$ cat config.mk
export PLATFORM = sky130hd
export DESIGN_NAME = matrix_loader_flat
export DESIGN_NICKNAME = d
export VERILOG_FILES = /design/src/rtl/matrix_loader_pkg.sv /design/src/rtl/matrix_loader_if.sv /design/src/rtl/matrix_loader_lane_packer.sv /design/src/rtl/matrix_loader.sv /design/src/flat_wrapper.sv
export SDC_FILE = /design/constraint.sdc
export NUM_CORES = 1
export LEC_CHECK = 0
export CORE_MARGIN = 3
export CORE_UTILIZATION = 63
export CTS_CLUSTER_DIAMETER = 100
export DETAILED_ROUTE_END_ITERATION = 7
export DONT_BUFFER_PORTS = 1
export PLACE_DENSITY = 0.87
export REMOVE_ABC_BUFFERS = 1
export SYNTH_ARGS = -nofsm -noshare
export SYNTH_HDL_FRONTEND = slang
export SYNTH_SLANG_ARGS = --single-unit
$ cat constraint.sdc
create_clock -name clk -period 6.8 [get_ports clk]
set_clock_uncertainty 0.2 [all_clocks]
set_input_delay 1.7 -clock clk [delete_from_list [all_inputs] [get_ports clk]]
set_output_delay 1.7 -clock clk [all_outputs]
set_load 0.05 [all_outputs]
$ cat src/rtl/matrix_loader_pkg.sv
// Shared constants and types for the matrix loader: buffer widths, dimension width
// and the controller state encoding.
package matrix_loader_pkg;

   localparam int DEF_WORD_SIZE = 32;
   localparam int DEF_DATA_SIZE = 6;
   localparam int DIM_W         = 4;

   typedef enum logic [2:0] {
      IDLE      = 3'd0,
      LOAD_A    = 3'd1,
      LOAD_B    = 3'd2,
      START     = 3'd3,
      WAIT_DONE = 3'd4
   } state_t;

   // Number of real lanes in a tile given the rows/columns still to be covered.
   function automatic logic [2:0] lanes_in_tile(input logic [DIM_W-1:0] remaining);
      return (remaining >= 4'd4) ? 3'd4 : remaining[2:0];
   endfunction

endpackage

$ cat src/rtl/matrix_loader_if.sv
// Bundle of the loader's handshake, stream, buffer-write and systolic-core signals.
// The loader connects to the master view, its environment to the slave view.
interface matrix_loader_if
#(
   parameter int WORD_SIZE = matrix_loader_pkg::DEF_WORD_SIZE,
   parameter int DATA_SIZE = matrix_loader_pkg::DEF_DATA_SIZE
) ();

   logic                  cfg_valid;
   logic                  cfg_ready;
   logic [3:0]            cfg_m;
   logic [3:0]            cfg_k;
   logic [3:0]            cfg_n;

   logic                  s_valid;
   logic                  s_ready;
   logic [7:0]            s_data;

   logic                  wr_en_a;
   logic [DATA_SIZE-1:0]  index_a;
   logic [WORD_SIZE-1:0]  data_a;
   logic                  wr_en_b;
   logic [DATA_SIZE-1:0]  index_b;
   logic [WORD_SIZE-1:0]  data_b;

   logic                  tpu_start;
   logic [3:0]            tpu_m;
   logic [3:0]            tpu_k;
   logic [3:0]            tpu_n;
   logic                  tpu_done;

   logic                  busy;
   logic                  err;

   modport master (
      input  cfg_valid, cfg_m, cfg_k, cfg_n, s_valid, s_data, tpu_done,
      output cfg_ready, s_ready,
      output wr_en_a, index_a, data_a, wr_en_b, index_b, data_b,
      output tpu_start, tpu_m, tpu_k, tpu_n, busy, err
   );

   modport slave (
      output cfg_valid, cfg_m, cfg_k, cfg_n, s_valid, s_data, tpu_done,
      input  cfg_ready, s_ready,
      input  wr_en_a, index_a, data_a, wr_en_b, index_b, data_b,
      input  tpu_start, tpu_m, tpu_k, tpu_n, busy, err
   );

endinterface

$ cat src/rtl/matrix_loader_lane_packer.sv
// Packs up to four stream bytes into one word, lane 0 in the top byte; unfilled lanes
// stay zero. word/word_done present the completed word in the cycle of its final beat.
module lane_packer
   import matrix_loader_pkg::*;
#(
   parameter int WORD_SIZE = DEF_WORD_SIZE
) (
   input  logic                 clk,
   input  logic                 rst,
   input  logic                 clear,
   input  logic                 beat,
   input  logic [7:0]           byte_in,
   input  logic [2:0]           lane_count,
   output logic [WORD_SIZE-1:0] word,
   output logic                 word_done
);

   logic [1:0]  lane;
   logic [31:0] acc;
   logic [31:0] merged;

   always_comb begin
      merged = acc;
      if (beat) begin
         case (lane)
            2'd0:    merged[31:24] = byte_in;
            2'd1:    merged[23:16] = byte_in;
            2'd2:    merged[15:8]  = byte_in;
            default: merged[7:0]   = byte_in;
         endcase
      end
   end

   assign word      = WORD_SIZE'(merged);
   assign word_done = beat && (({1'b0, lane} + 3'd1) == lane_count);

   // The accumulator empties as soon as a word completes, so the next group starts zero-filled.
   always_ff @(posedge clk or posedge rst) begin
      if (rst) begin
         acc  <= '0;
         lane <= '0;
      end else if (clear) begin
         acc  <= '0;
         lane <= '0;
      end else if (beat) begin
         if (word_done) begin
            acc  <= '0;
            lane <= '0;
         end else begin
            acc  <= merged;
            lane <= lane + 2'd1;
         end
      end
   end

endmodule

$ cat src/rtl/matrix_loader.sv
// Streams A and B operand bytes into lane-packed buffer words for the systolic core,
// then starts the core and waits for it to finish.
module matrix_loader
   import matrix_loader_pkg::*;
#(
   parameter int WORD_SIZE = DEF_WORD_SIZE,
   parameter int DATA_SIZE = DEF_DATA_SIZE
) (
   input  logic           clk,
   input  logic           rst,
   matrix_loader_if.master bus
);

   state_t state, next_state;

   logic [3:0]            dim_m, dim_k, dim_n;
   logic [3:0]            kk;
   logic [3:0]            rem;
   logic [DATA_SIZE-1:0]  addr;
   logic                  last_pending;

   logic                  wr_en_a_q, wr_en_b_q, err_q;
   logic [DATA_SIZE-1:0]  index_a_q, index_b_q;
   logic [WORD_SIZE-1:0]  data_a_q, data_b_q;

   logic                  cfg_ready_c, s_ready_c, busy_c, start_c, load_active;
   logic                  cfg_accept, cfg_zero, beat;
   logic                  word_done, last_col, last_tile, last_word;
   logic [WORD_SIZE-1:0]  packed_word;

   assign cfg_accept = bus.cfg_valid && cfg_ready_c;
   assign cfg_zero   = (bus.cfg_m == 4'd0) || (bus.cfg_k == 4'd0) || (bus.cfg_n == 4'd0);
   assign beat       = bus.s_valid && s_ready_c && !last_pending;
   assign last_col   = (kk == dim_k - 4'd1);
   assign last_tile  = (rem <= 4'd4);
   assign last_word  = word_done && last_col && last_tile;

   lane_packer #(.WORD_SIZE(WORD_SIZE)) packer (
      .clk        (clk),
      .rst        (rst),
      .clear      (!load_active),
      .beat       (beat),
      .byte_in    (bus.s_data),
      .lane_count (lanes_in_tile(rem)),
      .word       (packed_word),
      .word_done  (word_done)
   );

   // State register.
   always_ff @(posedge clk or posedge rst) begin
      if (rst) state <= IDLE;
      else     state <= next_state;
   end

   // Next-state logic; B hands over to START only once its final word is on the bus.
   always_comb begin
      next_state = state;
      case (state)
         IDLE:      if (cfg_accept && !cfg_zero) next_state = LOAD_A;
         LOAD_A:    if (last_word) next_state = LOAD_B;
         LOAD_B:    if (last_pending) next_state = START;
         START:     next_state = WAIT_DONE;
         WAIT_DONE: if (bus.tpu_done) next_state = IDLE;
         default:   next_state = IDLE;
      endcase
   end

   // Moore outputs decoded from the current state.
   always_comb begin
      cfg_ready_c = 1'b0;
      s_ready_c   = 1'b0;
      busy_c      = 1'b1;
      start_c     = 1'b0;
      load_active = 1'b0;
      case (state)
         IDLE: begin
            cfg_ready_c = !rst;
            busy_c      = 1'b0;
         end
         LOAD_A, LOAD_B: begin
            s_ready_c   = 1'b1;
            load_active = 1'b1;
         end
         START:   start_c = 1'b1;
         default: ;
      endcase
   end

   // Tile walk: addr steps once per word; rem counts rows/columns left, dropping by four per tile.
   always_ff @(posedge clk or posedge rst) begin
      if (rst) begin
         dim_m        <= '0;
         dim_k        <= '0;
         dim_n        <= '0;
         kk           <= '0;
         rem          <= '0;
         addr         <= '0;
         last_pending <= 1'b0;
         err_q        <= 1'b0;
         wr_en_a_q    <= 1'b0;
         wr_en_b_q    <= 1'b0;
         index_a_q    <= '0;
         index_b_q    <= '0;
         data_a_q     <= '0;
         data_b_q     <= '0;
      end else begin
         err_q     <= 1'b0;
         wr_en_a_q <= 1'b0;
         wr_en_b_q <= 1'b0;
         if (cfg_accept) begin
            dim_m        <= bus.cfg_m;
            dim_k        <= bus.cfg_k;
            dim_n        <= bus.cfg_n;
            err_q        <= cfg_zero;
            addr         <= '0;
            kk           <= '0;
            rem          <= bus.cfg_m;
            last_pending <= 1'b0;
         end
         if (word_done) begin
            if (state == LOAD_A) begin
               wr_en_a_q <= 1'b1;
               index_a_q <= addr;
               data_a_q  <= packed_word;
            end else begin
               wr_en_b_q <= 1'b1;
               index_b_q <= addr;
               data_b_q  <= packed_word;
            end
            if (last_word) begin
               addr <= '0;
               kk   <= '0;
               rem  <= dim_n;
               if (state == LOAD_B) last_pending <= 1'b1;
            end else begin
               addr <= addr + DATA_SIZE'(1);
               if (last_col) begin
                  kk  <= '0;
                  rem <= rem - 4'd4;
               end else begin
                  kk  <= kk + 4'd1;
               end
            end
         end
         if ((state == LOAD_B) && last_pending) last_pending <= 1'b0;
      end
   end

   assign bus.cfg_ready = cfg_ready_c;
   assign bus.s_ready   = s_ready_c;
   assign bus.busy      = busy_c;
   assign bus.tpu_start = start_c;
   assign bus.err       = err_q;
   assign bus.tpu_m     = dim_m;
   assign bus.tpu_k     = dim_k;
   assign bus.tpu_n     = dim_n;
   assign bus.wr_en_a   = wr_en_a_q;
   assign bus.index_a   = index_a_q;
   assign bus.data_a    = data_a_q;
   assign bus.wr_en_b   = wr_en_b_q;
   assign bus.index_b   = index_b_q;
   assign bus.data_b    = data_b_q;

endmodule

$ cat src/flat_wrapper.sv
// flat-port wrapper written by rule: the top's interface ports become plain ports
module matrix_loader_flat import matrix_loader_pkg::*;
#(
   parameter int WORD_SIZE = DEF_WORD_SIZE,
   parameter int DATA_SIZE = DEF_DATA_SIZE
)
  (clk, rst, bus_cfg_valid, bus_cfg_m, bus_cfg_k, bus_cfg_n, bus_s_valid, bus_s_data, bus_tpu_done, bus_cfg_ready, bus_s_ready, bus_wr_en_a, bus_index_a, bus_data_a, bus_wr_en_b, bus_index_b, bus_data_b, bus_tpu_start, bus_tpu_m, bus_tpu_k, bus_tpu_n, bus_busy, bus_err);
  matrix_loader_if #(.WORD_SIZE(WORD_SIZE), .DATA_SIZE(DATA_SIZE)) bus_i ();
  input  logic clk;
  input  logic rst;
  input wire logic [$bits(bus_i.cfg_valid)-1:0] bus_cfg_valid;
  input wire logic [$bits(bus_i.cfg_m)-1:0] bus_cfg_m;
  input wire logic [$bits(bus_i.cfg_k)-1:0] bus_cfg_k;
  input wire logic [$bits(bus_i.cfg_n)-1:0] bus_cfg_n;
  input wire logic [$bits(bus_i.s_valid)-1:0] bus_s_valid;
  input wire logic [$bits(bus_i.s_data)-1:0] bus_s_data;
  input wire logic [$bits(bus_i.tpu_done)-1:0] bus_tpu_done;
  output wire logic [$bits(bus_i.cfg_ready)-1:0] bus_cfg_ready;
  output wire logic [$bits(bus_i.s_ready)-1:0] bus_s_ready;
  output wire logic [$bits(bus_i.wr_en_a)-1:0] bus_wr_en_a;
  output wire logic [$bits(bus_i.index_a)-1:0] bus_index_a;
  output wire logic [$bits(bus_i.data_a)-1:0] bus_data_a;
  output wire logic [$bits(bus_i.wr_en_b)-1:0] bus_wr_en_b;
  output wire logic [$bits(bus_i.index_b)-1:0] bus_index_b;
  output wire logic [$bits(bus_i.data_b)-1:0] bus_data_b;
  output wire logic [$bits(bus_i.tpu_start)-1:0] bus_tpu_start;
  output wire logic [$bits(bus_i.tpu_m)-1:0] bus_tpu_m;
  output wire logic [$bits(bus_i.tpu_k)-1:0] bus_tpu_k;
  output wire logic [$bits(bus_i.tpu_n)-1:0] bus_tpu_n;
  output wire logic [$bits(bus_i.busy)-1:0] bus_busy;
  output wire logic [$bits(bus_i.err)-1:0] bus_err;
  assign bus_i.cfg_valid = bus_cfg_valid;
  assign bus_i.cfg_m = bus_cfg_m;
  assign bus_i.cfg_k = bus_cfg_k;
  assign bus_i.cfg_n = bus_cfg_n;
  assign bus_i.s_valid = bus_s_valid;
  assign bus_i.s_data = bus_s_data;
  assign bus_i.tpu_done = bus_tpu_done;
  assign bus_cfg_ready = bus_i.cfg_ready;
  assign bus_s_ready = bus_i.s_ready;
  assign bus_wr_en_a = bus_i.wr_en_a;
  assign bus_index_a = bus_i.index_a;
  assign bus_data_a = bus_i.data_a;
  assign bus_wr_en_b = bus_i.wr_en_b;
  assign bus_index_b = bus_i.index_b;
  assign bus_data_b = bus_i.data_b;
  assign bus_tpu_start = bus_i.tpu_start;
  assign bus_tpu_m = bus_i.tpu_m;
  assign bus_tpu_k = bus_i.tpu_k;
  assign bus_tpu_n = bus_i.tpu_n;
  assign bus_busy = bus_i.busy;
  assign bus_err = bus_i.err;
  matrix_loader #(.WORD_SIZE(WORD_SIZE), .DATA_SIZE(DATA_SIZE)) u_core (.clk(clk), .rst(rst), .bus(bus_i));
endmodule
==> results of run 1 <==
==> cells by family (layout without fill, tap and decap cells) <==
| kind of cell | count (synthesis) | count (layout) |
|---|---|---|
| buffers and inverters | 40 | 47 |
| XOR/XNOR | 8 | 8 |
| AND/OR/NAND/NOR | 141 | 141 |
| AO/OA/AOI/OAI | 133 | 133 |
| flip-flops | 143 | 143 |
| multiplexers | 58 | 58 |
| adder cells (fa/ha/maj) | 11 | 11 |
==> layout by cell type, fill, tap and decap left out, types with 5 or more instances in the layout <==
master,count
nand3_1,9
o21ai_0,39
dfrtp_1,143
a21oi_1,37
clkbuf_16,16
mux2i_1,34
ha_1,11
nor2_1,49
inv_1,9
inv_6,5
a22o_1,34
nor3_1,5
buf_4,5
mux2_2,21
nand2_1,48
==> power breakdown <==
group	internal, mW	switching, mW
Sequential	1.11	0.899
Combinational	0.329	0.485
Clock	0.498	0.389
Total	1.94	1.77
==> sequential cells by signal (all words and copies together) (netlist names), 6 cells and up <==
name / cells
u_core.bus.data_a: 32
u_core.bus.data_b: 32
u_core.packer.acc: 32
u_core.addr: 6
u_core.bus.index_a: 6
u_core.bus.index_b: 6
==> per-stage QoR <==
step	setup WS, ns	util	power (mW)	area [sq um]
2_1_floorplan	1.06	-	2.59	5980
3_3_place_gp	2.82	0.664	2.76	6190
3_5_place_dp	2.78	0.664	2.83	6190
4_1_cts	2.61	0.725	3.72	6760
5_1_grt	2.54	0.725	3.89	6760
6_report	2.62	0.725	3.71	6760
==> routing by layer <==
layer,GRT usage,up-vias
met5,0,-
met4,0.113,0
met3,0.0850,25
met2,0.418,181
met1,0.305,2097
li1,-,1887
==> path summary, 6_finish.rpt <==
| path | cells past startpoint | from | slack, ns | endpoint |
|---|---|---|---|---|
| max in group asynchronous | 2 | rst | 4.23 | u_core.bus.data_b[7] |
| worst max-delay path | 2 | u_core.state[0] | 2.62 | bus_s_ready |
| worst max register to register | 7 | u_core.packer.lane[0] | 3.53 | u_core.bus.index_b[1] |
| worst min-delay path | 1 | u_core.packer.acc[4] | 0.30 | u_core.packer.acc[4] |
| worst min register to register | 1 | u_core.packer.acc[4] | 0.30 | u_core.packer.acc[4] |
| min in group asynchronous | 1 | rst | 0.96 | u_core.bus.err |
==> final cells by class <==
type	instances	area [sq um]	share of cell area
sequential	143	3580	0.529
clock buffer	17	414	0.0613
multi-input combinational	351	2370	0.351
timing repair buffer	5	37.5	0.00555
clock inverter	15	153	0.0226
tap	129	161	0.0239
inverter	10	42.5	0.00629
==> impl_metrics.json, run 1 <==
{
  "path_class": "flip-flop to output pin",
  "finalNonFillerCells": 670,
  "io_buffer_count": 0,
  "cts_resized": 0,
  "cts_tree": "done",
  "vias": 4190,
  "synth_top_family_by_area": "compound AO/OA/AOI/OAI gates",
  "crit_path_cell_trace": "xor2_2, nor2b_1",
  "fill_cells": 626,
  "synthMuxAreaShare": 0.0999,
  "yosys-top-cells-count": "143 x dfrtp_1, 49 x nor2_1, 48 x nand2_1",
  "cts_root_buf": "clkbuf_8",
  "rsz0062_at_grt": "no",
  "pin_count": 120,
  "ys_seq_area_frac": 0.586,
  "clk_latency_ns": 0.53,
  "yosysMostFrequentCell": "dfrtp_1",
  "ys_ff_latch": 143,
  "grt_max_degree": 89,
  "post_cts_buffers": 0,
  "wire_per_inst_microns": 19.9,
  "synth.top_cell.area_share": 0.586,
  "status": "completed",
  "h-tree-depth": 4,
  "clk_pin_slew_worst_paths_ns": 0.07,
  "cts_hold_buf": 0,
  "wl_microns": 13300,
  "dp_hpwl_microns": 9070,
  "dp_cells": 638,
  "routed-wl-met3_microns": 1140,
  "layout.nets": 564,
  "slowest_stage": "nor2b_1",
  "fin_crit_sh": 0.614,
  "p_per_area_nw_per_um2": 549,
  "cp_num_buf_inv": 0,
  "hold_class": "flip-flop to flip-flop",
  "synthArstFlopShare": 1.00,
  "grt_antenna_before_repair": 0,
  "yosys.area.top_type": "dfrtp_1",
  "vias_per_cell": 6.25,
  "synthSimpleGateAreaFrac": 0.109,
  "ant_nets": 0,
  "slew_viol_final": 0,
  "synthCells": 534,
  "synth_xor_area_frac": 0.0149,
  "clock_sinks": 143,
  "grt_usage": 0.254,
  "hold_violations": 0,
  "top_layer": "met4",
  "avgSynthCellArea_sq_um": 11.4,
  "cp_data_required_time_ns": 4.90,
  "drt-met1-wl_microns": 5110,
  "synth_cell_type_count": 50,
  "die_area_sq_um": 10900,
  "crit_path_max_incr_delay_ns": 0.89,
  "area_delta_synth_final_pct": 10.6,
  "clk_path_buf_depth": 2,
  "drc": 0,
  "worst_pin_slew_ns": 1.06,
  "worstPathArrival_ns": 2.28,
  "core-area_sq_um": 9330,
  "drt-initial-drc-count": 239,
  "start_util": 0.655,
  "tns_ns": 0,
  "grt_pass1_wl_microns": 22000,
  "synth_edf_count": 0,
  "antenna_cells": 0,
  "synth_area_leaders": "dfrtp_1 59%, mux2i_1 5.6%, a22o_1 4.9%, mux2_2 3.9%, o21ai_0 3.2%",
  "placementRows": 35,
  "synthesis.area_sq_um": 6110,
  "route.met2.wl_microns": 6790,
  "gp_congestion": 0.813,
  "drive_gt1_frac": 0.133,
  "cp-start-kind": "flip-flop",
  "setup_violations": 0,
  "critPathTopFamily": "simple AND/OR/NAND/NOR gates",
  "cp_max_fo": 8,
  "cap_violations": 0,
  "relSlewSlack": 0.293,
  "ys_warn_count": 0,
  "critPathCaptureType": "output pin",
  "die_h_microns": 104,
  "power.leakage_nw": 3.31,
  "synthAdderAreaFrac": 0.0225,
  "vdd.ir_drop.worst_uv": 303,
  "cts_inserted_buffers": 17,
  "hold_ws_ns": 0.299,
  "drt-pass1-iter-count": 7,
  "overflow": 0,
  "period_needed_ns": 4.18,
  "grt_pass1_vias": 4314,
  "die_w_microns": 104,
  "fmax_ghz": 0.239,
  "synth_compound_area_frac": 0.140,
  "synth_ff_type": "dfrtp_1"
}
Note: power is estimated with default switching activity, not from simulation.
==> inputs of run 2 (changes only) <==
==> constraint.sdc (replaced) <==
create_clock -name clk -period 3.85 [get_ports clk]
set_clock_uncertainty 0.2 [all_clocks]
set_input_delay 0.9625 -clock clk [delete_from_list [all_inputs] [get_ports clk]]
set_output_delay 0.9625 -clock clk [all_outputs]
set_load 0.05 [all_outputs]
==> impl_metrics.json, run 2 (synthesized netlist as in run 1, its figures left out) <==
{
  "status": "completed",
  "finalNonFillerCells": 671,
  "start_util": 0.655,
  "hold_class": "input port to asynchronous set/reset pin",
  "grt_usage": 0.259,
  "grt_pass1_vias": 4404,
  "power.share.sequential": 0.525,
  "period_needed_ns": 3.00,
  "post_cts_buffers": 0,
  "vias_per_cell": 6.28,
  "drive_gt1_frac": 0.135,
  "cts_resized": 0,
  "die_area_sq_um": 10900,
  "combPwrFrac": 0.214,
  "cp_max_fo": 8,
  "dp_cells": 639,
  "grt_pass1_wl_microns": 22400,
  "rr_endpoint": "u_core.addr[5]",
  "critPathTopFamily": "flip-flops",
  "finalPower_mw": 6.77,
  "clockPowerShare": 0.261,
  "h-tree-depth": 4,
  "crit_path_max_incr_delay_ns": 0.52,
  "pre_cts_ws_ns": 0.905,
  "grt_max_degree": 87,
  "clock_sinks": 143,
  "pin_count": 120,
  "seq_area_sq_um": 3580,
  "hold_ws_ns": 0.133,
  "p_per_area_nw_per_um2": 987,
  "relSlewSlack": 0.536,
  "multi_input_area_sq_um": 2370,
  "area_delta_synth_final_pct": 12.3,
  "dp_hpwl_microns": 8910,
  "wire_per_inst_microns": 20.2,
  "vias": 4216,
  "worst_pin_slew_ns": 0.697,
  "clk_path_buf_depth": 2,
  "reg2reg_from": "u_core.packer.lane[0]",
  "die_w_microns": 104,
  "hold_violations": 0,
  "cap_violations": 0,
  "worstPathArrival_ns": 1.84,
  "power.leakage_nw": 3.36,
  "cts_tree": "done",
  "clk_pin_slew_worst_paths_ns": 0.07,
  "clk_latency_ns": 0.53,
  "cts_inserted_buffers": 17,
  "fmax_ghz": 0.333,
  "vdd.ir_drop.worst_uv": 572,
  "cts_hold_buf": 0,
  "r2r_cells": 7,
  "crit_path_cell_trace": "xor2_2, nor2b_1, buf_4",
  "gp_congestion": 0.775,
  "placementRows": 35,
  "slew_viol_final": 0,
  "r2r_slack_ns": 0.91,
  "p_int_mw": 3.63,
  "fin_ws_ns": 0.848,
  "layout.nets": 565,
  "fin_crit_sh": 0.780,
  "p_sw_mw": 3.14,
  "die_h_microns": 104,
  "antenna_cells": 0,
  "slowest_stage": "dfrtp_1",
  "switching_share": 0.463,
  "core-area_sq_um": 9330,
  "cp_num_buf_inv": 1,
  "cp_data_required_time_ns": 2.69,
  "drc": 0,
  "cts_root_buf": "clkbuf_8",
  "wl_microns": 13600,
  "critPathCaptureType": "output pin",
  "drt-initial-drc-count": 227,
  "rsz0062_at_grt": "no",
  "cp-start-kind": "flip-flop",
  "path_class": "flip-flop to output pin",
  "ant_nets": 0,
  "io_buffer_count": 0,
  "fill_cells": 588,
  "grt_antenna_before_repair": 0,
  "final_common_cell": "dfrtp_1",
  "setup_violations": 0,
  "critPathLaunch": "u_core.state[0]",
  "overflow": 0,
  "drt-pass1-iter-count": 6,
  "layout_common_cells": "143 x dfrtp_1, 49 x nor2_1, 48 x nand2_1"
}
run 2: cell types whose count changed in the layout (fill, tap and decap cells not counted), sizes merged:
cell      previous run  this run
inv                 17        19
clkinv               4         1
bufinv               1         4
buf                  5         6
clkinvlp             3         1
run 2: worst reg2reg max path, cell delays in order (launching register included):
cell and delay (ns):
dfrtp_1 0.49, inv_1 0.13, ha_1 0.36, a21boi_0 0.16
o31a_1 0.39, nor3_2 0.50, nor2_2 0.21, a221o_1 0.39
run 2: power by group through the flow:
stage | clock network, mW | registers, mW | logic [mW]
after global placement | 0 | 3.55 | 1.32
after CTS | 1.78 | 3.56 | 1.45
after detailed placement | 0 | 3.58 | 1.41
after global routing | 1.85 | 3.61 | 1.62
final | 1.77 | 3.56 | 1.45
after floorplan | 0 | 3.45 | 1.13
run 2: worst max path at each step:
stage	to	slack, ns	depth (start not counted)
floorplan	u_core.addr[0]	-1.15	1
global placement	u_core.addr[3]	1.01	5
detailed placement	u_core.packer.acc[22]	0.91	4
CTS	bus_s_ready	0.84	3
global route	u_core.addr[5]	0.71	7
finish	bus_s_ready	0.85	3
run 2: per-layer routing:
layer / share of wire / global-route usage / wire, microns / up-vias
li1: - / - / - / 1889
met1: 0.39 / 0.306 / 5290 / 2128
met2: 0.52 / 0.444 / 6980 / 174
met3: 0.076 / 0.0813 / 1040 / 25
met4: 0.018 / 0.0959 / 244 / 0
met5: 0 / 0 / 0 / -
run 2: area by class of cell:
cell class              instances  share of cell area
clock buffers                  17              0.0604
flip-flops and latches        143               0.522
clock inverters                15              0.0325
repair buffers                  6              0.0102
inverters                      10             0.00620
well taps                     129              0.0235
multi-input cells             351               0.346
run 2: metrics by stage:
stage / cell area [sq um] / TNS (ns) / utilization
detailed placement: 6220 / 0 / 0.667
floorplan: 5980 / -165.49 / -
global placement: 6220 / 0 / 0.667
global route: 6860 / 0 / 0.736
finish: 6860 / 0 / 0.736
CTS: 6860 / 0 / 0.736
